$ cat src/rtl/instruction_loader.sv
// Program loader: takes 32-bit instruction words over valid/ready and writes each
// one into byte-wide instruction memory as four little-endian bytes, one per cycle.
module instruction_loader #(
  parameter int ADDR_WIDTH = 8,
  parameter int START_ADDR = 0
) (
  input  logic                  clk,
  input  logic                  reset,
  input  logic                  in_valid,
  output logic                  in_ready,
  input  logic [31:0]           in_word,
  input  logic                  in_last,
  input  logic                  restart,
  output logic                  mem_we,
  output logic [ADDR_WIDTH-1:0] mem_addr,
  output logic [7:0]            mem_wdata,
  output logic [ADDR_WIDTH-2:0] word_count,
  output logic                  done,
  output logic                  overflow
);

  localparam int CW = ADDR_WIDTH - 1;
  localparam logic [ADDR_WIDTH-1:0] START = ADDR_WIDTH'(START_ADDR);
  // word_count value just before the word that fills the last free slot
  localparam logic [CW-1:0] LAST_SLOT = CW'((1 << (ADDR_WIDTH - 2)) - 1);

  typedef enum logic [1:0] {IDLE, WRITE, DONE} state_t;

  state_t                state;
  logic [ADDR_WIDTH-1:0] base;
  logic [1:0]            idx;
  logic [1:0]            idx_nxt;
  logic [31:0]           word_q;
  logic                  last_q;
  logic                  accept;
  logic                  full_next;

  function automatic logic [7:0] byte_sel(input logic [31:0] w, input logic [1:0] i);
    return w[8*i +: 8];
  endfunction

  assign in_ready  = reset && (state == IDLE);
  assign accept    = in_valid && in_ready;
  assign idx_nxt   = idx + 2'd1;
  assign full_next = (word_count == LAST_SLOT);

  always_ff @(posedge clk) begin
    if (accept) begin
      word_q <= in_word;
    end
  end

  always_ff @(posedge clk) begin
    if (!reset) begin
      state      <= IDLE;
      base       <= START;
      idx        <= 2'd0;
      last_q     <= 1'b0;
      mem_we     <= 1'b0;
      mem_addr   <= START;
      mem_wdata  <= 8'd0;
      word_count <= '0;
      done       <= 1'b0;
      overflow   <= 1'b0;
    end else begin
      case (state)
        IDLE: begin
          if (accept) begin
            state     <= WRITE;
            idx       <= 2'd0;
            last_q    <= in_last;
            mem_we    <= 1'b1;
            mem_addr  <= base;
            mem_wdata <= in_word[7:0];
          end
        end
        WRITE: begin
          if (idx == 2'd3) begin
            mem_we     <= 1'b0;
            base       <= base + ADDR_WIDTH'(4);
            word_count <= word_count + CW'(1);
            if (last_q || full_next) begin
              state    <= DONE;
              done     <= 1'b1;
              overflow <= full_next && !last_q;
            end else begin
              state <= IDLE;
            end
          end else begin
            idx       <= idx_nxt;
            mem_addr  <= base + ADDR_WIDTH'(idx_nxt);
            mem_wdata <= byte_sel(word_q, idx_nxt);
          end
        end
        DONE: begin
          if (restart) begin
            state      <= IDLE;
            base       <= START;
            word_count <= '0;
            done       <= 1'b0;
            overflow   <= 1'b0;
          end
        end
        default: state <= IDLE;
      endcase
    end
  end

endmodule

$ cat config.mk
export PLATFORM = sky130hd
export DESIGN_NAME = instruction_loader
export DESIGN_NICKNAME = d
export VERILOG_FILES = /design/src/rtl/instruction_loader.sv
export SDC_FILE = /design/constraint.sdc
export NUM_CORES = 1
export LEC_CHECK = 0
export CAP_MARGIN = 15
export CORE_MARGIN = 2
export CORE_UTILIZATION = 47
export CTS_BUF_LIST = sky130_fd_sc_hd__clkbuf_8
export DETAILED_ROUTE_END_ITERATION = 10
export GPL_TIMING_DRIVEN = 0
export PLACE_DENSITY = 0.78
export SYNTH_ARGS = -nofsm -noshare
export SYNTH_HDL_FRONTEND = slang
export SYNTH_SLANG_ARGS = --single-unit
$ cat constraint.sdc
create_clock -name clk -period 2 [get_ports clk]
set_input_delay 0.2 -clock clk [delete_from_list [all_inputs] [get_ports clk]]
set_output_delay 0.2 -clock clk [all_outputs]
set_load 0.05 [all_outputs]
Word-level counts from Yosys, hierarchy flattened
Cells that the tools add are included.

Flip-flop bits (word level): 71.

$add $sub $neg: 4. Equal/unequal tests: 9. Shifts and indexed selects: 1. Multiplexer cells: 30. Reductions and logical operators: 14.

Operators by type and width (number): $mux W8 (6); $pmux W8 S2 (3); $shiftx A32 B6 Y8 (1); $mux W7 (2); $pmux W7 S2 (1); $mux W2 (6); $reduce_and A3 Y1 (4); $ne A2 B2 Y1 const B (5); $add A8 B2 Y8 (1); $add A8 B3 Y8 const B (1); $add A7 B1 Y7 const B (1); $eq A7 B6 Y1 const B (1); $mux W1 (7); $pmux W1 S2 (3); $pmux W2 S3 (1); $eq A2 B2 Y1 const B (2); $pmux W2 S2 (1); $reduce_and A4 Y1 (1); $reduce_bool A2 Y1 (2); $logic_and A1 B1 Y1 (3); $add A2 B1 Y2 const B (1); $eq A2 B1 Y1 const B (1); $logic_not A2 Y1 (1); $reduce_and A2 Y1 (1); 2 further kinds (2).

Longest topological paths before layout
Depth after elaboration: 5. Gate-level depth with buffers: 6.

Worst setup path after synthesis
Ideal clock, no wire load.

Path type: reg2reg. From: reg state[0]. To: reg mem_addr[2]. Setup time: 0.130 ns. Data arrival time: 1.953 ns. Required time: 1.870 ns. Slack: -0.083 ns. Cell stages (with the launch flop): 6. Path buffers: 1. Period minus slack after synthesis: 2.083 ns. Path through: dfxtp_1 nand4bb_1 buf_4 clkinv_1 o31ai_1 a21oi_1.

Longest elaborated chain between the ends: 5. Elaborated cells between the ends (all ways): 9.

Ends and longest elaborated chain: start, declared (RTL line 29) `state_t state;`; start signal, assigned (RTL line 55) `state <= IDLE;`; start signal, assigned (RTL line 69) `state <= WRITE;`; start signal, assigned (RTL line 83) `state <= DONE;`; $logic_not A2 Y1 (RTL line 42) `assign in_ready = reset && (state == IDLE);`; $logic_and A1 B1 Y1 (RTL line 42); $logic_and A1 B1 Y1 (RTL line 43) `assign accept = in_valid && in_ready;`; named net accept (RTL line 35) `logic accept;`; $ne A2 B2 Y1 (no line); $reduce_and A3 Y1 (no line); end signal, assigned (RTL line 73) `mem_addr <= base;`; end signal, assigned (RTL line 91) `mem_addr <= base + ADDR_WIDTH'(idx_nxt);`; end, declared (RTL line 15) `output logic [ADDR_WIDTH-1:0] mem_addr,`.

The timed path passes the listed nets, and every way through them passes these cells. A chain may end at the register's enable or synchronous reset.

Worst setup path in the final report
From: reg word_count[0]. To: out word_count[0].

RTL lines: start, declared (RTL line 17) `output logic [ADDR_WIDTH-2:0] word_count,`; start signal, assigned (RTL line 81) `word_count <= word_count + CW'(1);`.

No word-level cell between the ends.

==> flow_summary.rst <==
.. list-table::
   :header-rows: 1

   * - Metric
     - Value
   * - Result of the run
     - finished clean
   * - Area of the mapped netlist
     - 3020 sq um
   * - Number of antenna violations at the first check in global routing
     - 0
   * - Clock latency at the later pin of the worst-skew pair
     - 0.35 ns
   * - Clock buffer count from CTS
     - 9
   * - Boundary pin count
     - 64
   * - Worst Skew
     - 0.00600 ns
   * - Avg Synthesized Cell Area
     - 11.8 sq um
   * - Standard cell core area
     - 6280 sq um
   * - Area of the multi-input gates
     - 1200 sq um
   * - Drt initial violations
     - 147
   * - Highest cell delay on the worst timing path
     - 0.86 ns
   * - Number of iterations in the first detailed-routing pass
     - 5
   * - Largest net degree at the start of global routing
     - 41
   * - Post-route fraction of the period consumed by the critical path
     - 93.8%
   * - Largest family of logic cells by synthesized area
     - compound AO/OA/AOI/OAI gates
   * - Chip Height
     - 84.2 microns
   * - Peak supply drop
     - 0.442 mV
   * - Number of sinks on the clock net
     - 69
   * - CP max FO
     - 7
   * - Proportion of power drawn by flip-flops and latches
     - 49.0%
   * - Arrival time at the worst endpoint
     - 1.68 ns
   * - Aggregate routed wire length
     - 6920 microns
   * - Library cells used by synthesis
     - 44
   * - Static leakage
     - 1.36 nW
   * - Placer congestion estimate
     - 0.821
   * - FP Rows
     - 29
   * - Number of port buffers
     - 62
   * - Mapped Nets
     - 297
   * - Top Family by Delay on Critical Path
     - buffers and inverters
   * - Register clock-pin slew on the reported worst setup and hold paths
     - 0.08 ns
   * - Worst setup timing slack at the placement stage
     - -0.147 ns
   * - Largest area contributor in the netlist
     - sky130_fd_sc_hd__edfxtp_1
   * - Normalized max-slew margin
     - 58.6%
   * - Path class of the lowest-slack min-delay path
     - in -> reg
   * - Number of flops mapped to enable cells by yosys
     - 32
   * - Number of hold-repair buffers added at the cts stage
     - 0
   * - Detail-routed via count per cell
     - 5.77
   * - Critical path class
     - reg -> out
   * - Initial Utilization
     - 48.2%
   * - Maximum buffer depth of the clock tree
     - 2
   * - Startpoint kind of the worst setup timing path
     - flip-flop
   * - Antenna diode count
     - 0
   * - Final sum of negative setup slack
     - 0 ns
   * - Sum of overflow across all layers after global routing
     - 0
   * - Sw Pwr
     - 0.000867 W
   * - Main synth FF type
     - sky130_fd_sc_hd__dfxtp_1
   * - Number of nets with antenna violations after detailed routing
     - 0
   * - Number of maximum-capacitance constraint violations
     - 0
   * - Final setup slack of the worst path
     - 0.124 ns
   * - Area added between synthesis and finish
     - 30.5%
   * - Average wire length per cell after detail routing
     - 16.9 microns
   * - GRT Util Overall
     - 20.6%
   * - Fillers
     - 501
   * - Measured slew at the worst slew-check pin
     - 0.621 ns
   * - Most frequent cells in the layout
     - 61 x sky130_fd_sc_hd__clkdlybuf4s50_1, 36 x sky130_fd_sc_hd__dfxtp_1, 32 x sky130_fd_sc_hd__edfxtp_1, 25 x sky130_fd_sc_hd__nand3_1, 25 x sky130_fd_sc_hd__a21oi_1
   * - Area share of the largest cell type after synthesis
     - 31.8%
   * - Pint
     - 0.00234 W
   * - Synthesis Warnings
     - 0
   * - Fraction of layout cells with a size suffix above 1
     - 15.6%
   * - Maximum level of the CTS H-tree
     - 3
   * - Buf/Inv on CP
     - 1
   * - Slowest stage cell, crit path
     - sky130_fd_sc_hd__clkdlybuf4s50_1
   * - Clock share of power
     - 36.5%
   * - Die Wd
     - 84.2 microns
   * - Cells after synthesis
     - 256
   * - Portion of netlist area occupied by mux cells
     - 8.61%
   * - Combinational fraction of design power
     - 14.5%
   * - Power per standard cell area
     - 814 nW/um^2
   * - Register-to-register setup slack
     - 0.14 ns
   * - Crit path capture type
     - output pin
   * - Detail Placement HPWL
     - 4740 microns
   * - Seq cells post-synth
     - 69
   * - Die area
     - 7090 sq um
   * - Main area contributors after synthesis
     - sky130_fd_sc_hd__edfxtp_1 32%, sky130_fd_sc_hd__dfxtp_1 25%, sky130_fd_sc_hd__mux2_2 6.0%, sky130_fd_sc_hd__a21oi_1 4.1%, sky130_fd_sc_hd__nand3_1 4.1%
   * - Max Transition Viols Final
     - 0
   * - DR vias
     - 2367
   * - Unrepaired setup endpoints after global routing
     - no
   * - Maximum frequency from static timing analysis
     - 533 MHz
   * - Post-layout minimum cycle time
     - 1.88 ns
   * - Count of endpoints failing setup in the final report
     - 0
   * - TritonCTS clock tree
     - built
   * - Clock Tree Root
     - sky130_fd_sc_hd__clkbuf_8
   * - Area of all sequential standard cells
     - 1700 sq um
   * - Via count of the first global-routing pass
     - 2322
   * - Share of synthesized cell area in full adder, half adder and majority cells
     - 1.66%
   * - WP data required
     - 1.80 ns
   * - Proportion of register bits with asynchronous set or reset after synthesis
     - 0%
   * - Layout net count
     - 369
   * - Number of remaining DRC errors
     - 0
   * - Fin cells
     - 410
   * - Complex-gate fraction of the synthesized area
     - 14.3%
   * - Post-synthesis sequential area ratio
     - 56.3%
   * - Post-synthesis share of cell area spent on xor and xnor gates
     - 0.579%
   * - Most common cell after layout, fill and taps aside
     - sky130_fd_sc_hd__clkdlybuf4s50_1
   * - Endpoints failing hold
     - 0
   * - First-pass GRT wire length
     - 11400 microns
   * - Post-Synth Simple-Gate Area
     - 14.1%
   * - Cells along the critical path
     - clkdlybuf4s50_1
   * - Number of cells in the design after placement
     - 395
   * - Switch share
     - 27.0%
## area by class of cell
class / count / area share [%]
Clock inverter: 7 / 2.06
Clock buffer: 9 / 3.14
Tap cell: 77 / 2.44
Inverter: 4 / 0.444
Timing Repair Buffer: 62 / 15.6
Buffer: 19 / 2.63
Sequential cell: 69 / 43.2
Multi-Input combinational cell: 163 / 30.5
## power groups by stage
stage	clock network, W	logic, W	registers (W)
2_1_floorplan	0	0.000189	0.00170
3_3_place_gp	0	0.000457	0.00160
3_5_place_dp	0	0.000467	0.00160
4_1_cts	0.00120	0.000471	0.00157
5_1_grt	0.00127	0.000493	0.00158
6_report	0.00117	0.000465	0.00157
## through the flow
step	utilization [%]	power, W	hold slack (ns)	area, sq um
after floorplan	-	0.00188	0.299	3020
after global placement	59.6	0.00206	0.443	3740
after detailed placement	59.6	0.00207	0.440	3740
after global routing	62.8	0.00334	0.193	3950
final	62.8	0.00321	0.201	3950
after CTS	63.0	0.00324	0.182	3960
## flip-flops by register name (all words and copies together) (netlist names)
name	cells
mem_wdata	8
word_q	32
overflow	1
state	2
last_q	1
idx	2
done	1
word_count	7
base	6
mem_we	1
mem_addr	8
## repair_timing
item,CTS,global route
buffers inserted,0,0
pin swaps,1,1
resized for setup,2,5
endpoints found under the setup margin,3,9
endpoints found under the hold margin,0,0
## final timing paths
kind / from / cells past startpoint / end
worst min-delay path: reset / 3 / mem_we$_SDFFE_PN0P_
worst max register to register: idx[0]$_SDFFE_PN0P_ / 5 / mem_wdata[6]$_SDFFE_PN0P_
worst min register to register: overflow$_SDFFE_PN0P_ / 2 / overflow$_SDFFE_PN0P_
worst max-delay path: word_count[0]$_SDFFE_PN0P_ / 1 / word_count[0]
## kinds of logic after synthesis
kind of cell / Yosys count
xor gates and xnor gates: 2
other: 1
adders and majority gates: 4
buffers and inverters: 24
muxes: 24
AOI/OAI and AO/OA: 66
DFF: 69
and+or+nand+nor: 66
## metal layers
metal	wire length, microns	part of all wire [%]	global-route usage, %
met5	0	0	0
met4	118	1.7	9.24
met3	419	6.1	4.33
met2	3430	50	32.5
met1	2960	43	27.4
## synth_stat cells (2+ instances only)
cell type	number
sky130_fd_sc_hd__inv_1	3
sky130_fd_sc_hd__mux2i_1	8
sky130_fd_sc_hd__o31ai_1	3
sky130_fd_sc_hd__nand2b_1	2
sky130_fd_sc_hd__edfxtp_1	32
sky130_fd_sc_hd__nand3_1	25
sky130_fd_sc_hd__a211oi_1	12
sky130_fd_sc_hd__ha_1	4
sky130_fd_sc_hd__o21ai_0	8
sky130_fd_sc_hd__and3b_1	2
sky130_fd_sc_hd__nand3b_1	10
sky130_fd_sc_hd__buf_2	4
sky130_fd_sc_hd__buf_4	3
sky130_fd_sc_hd__xor2_1	2
sky130_fd_sc_hd__dfxtp_1	37
sky130_fd_sc_hd__nor3_1	2
sky130_fd_sc_hd__nand2_1	12
sky130_fd_sc_hd__buf_6	3
sky130_fd_sc_hd__mux2_2	16
sky130_fd_sc_hd__buf_1	3
sky130_fd_sc_hd__clkbuf_1	6
sky130_fd_sc_hd__a21oi_1	25
sky130_fd_sc_hd__nor3b_4	2
sky130_fd_sc_hd__a222oi_1	8
sky130_fd_sc_hd__a21boi_0	4
sky130_fd_sc_hd__o211ai_1	2
## worst min-delay path, delay by kind of cell
kind	cells	cell delay [ns]
buf+inv	1	0.16
simple gates	1	0.08
compound gates	1	0.06
No activity file was read; power rests on OpenSTA's default activity.
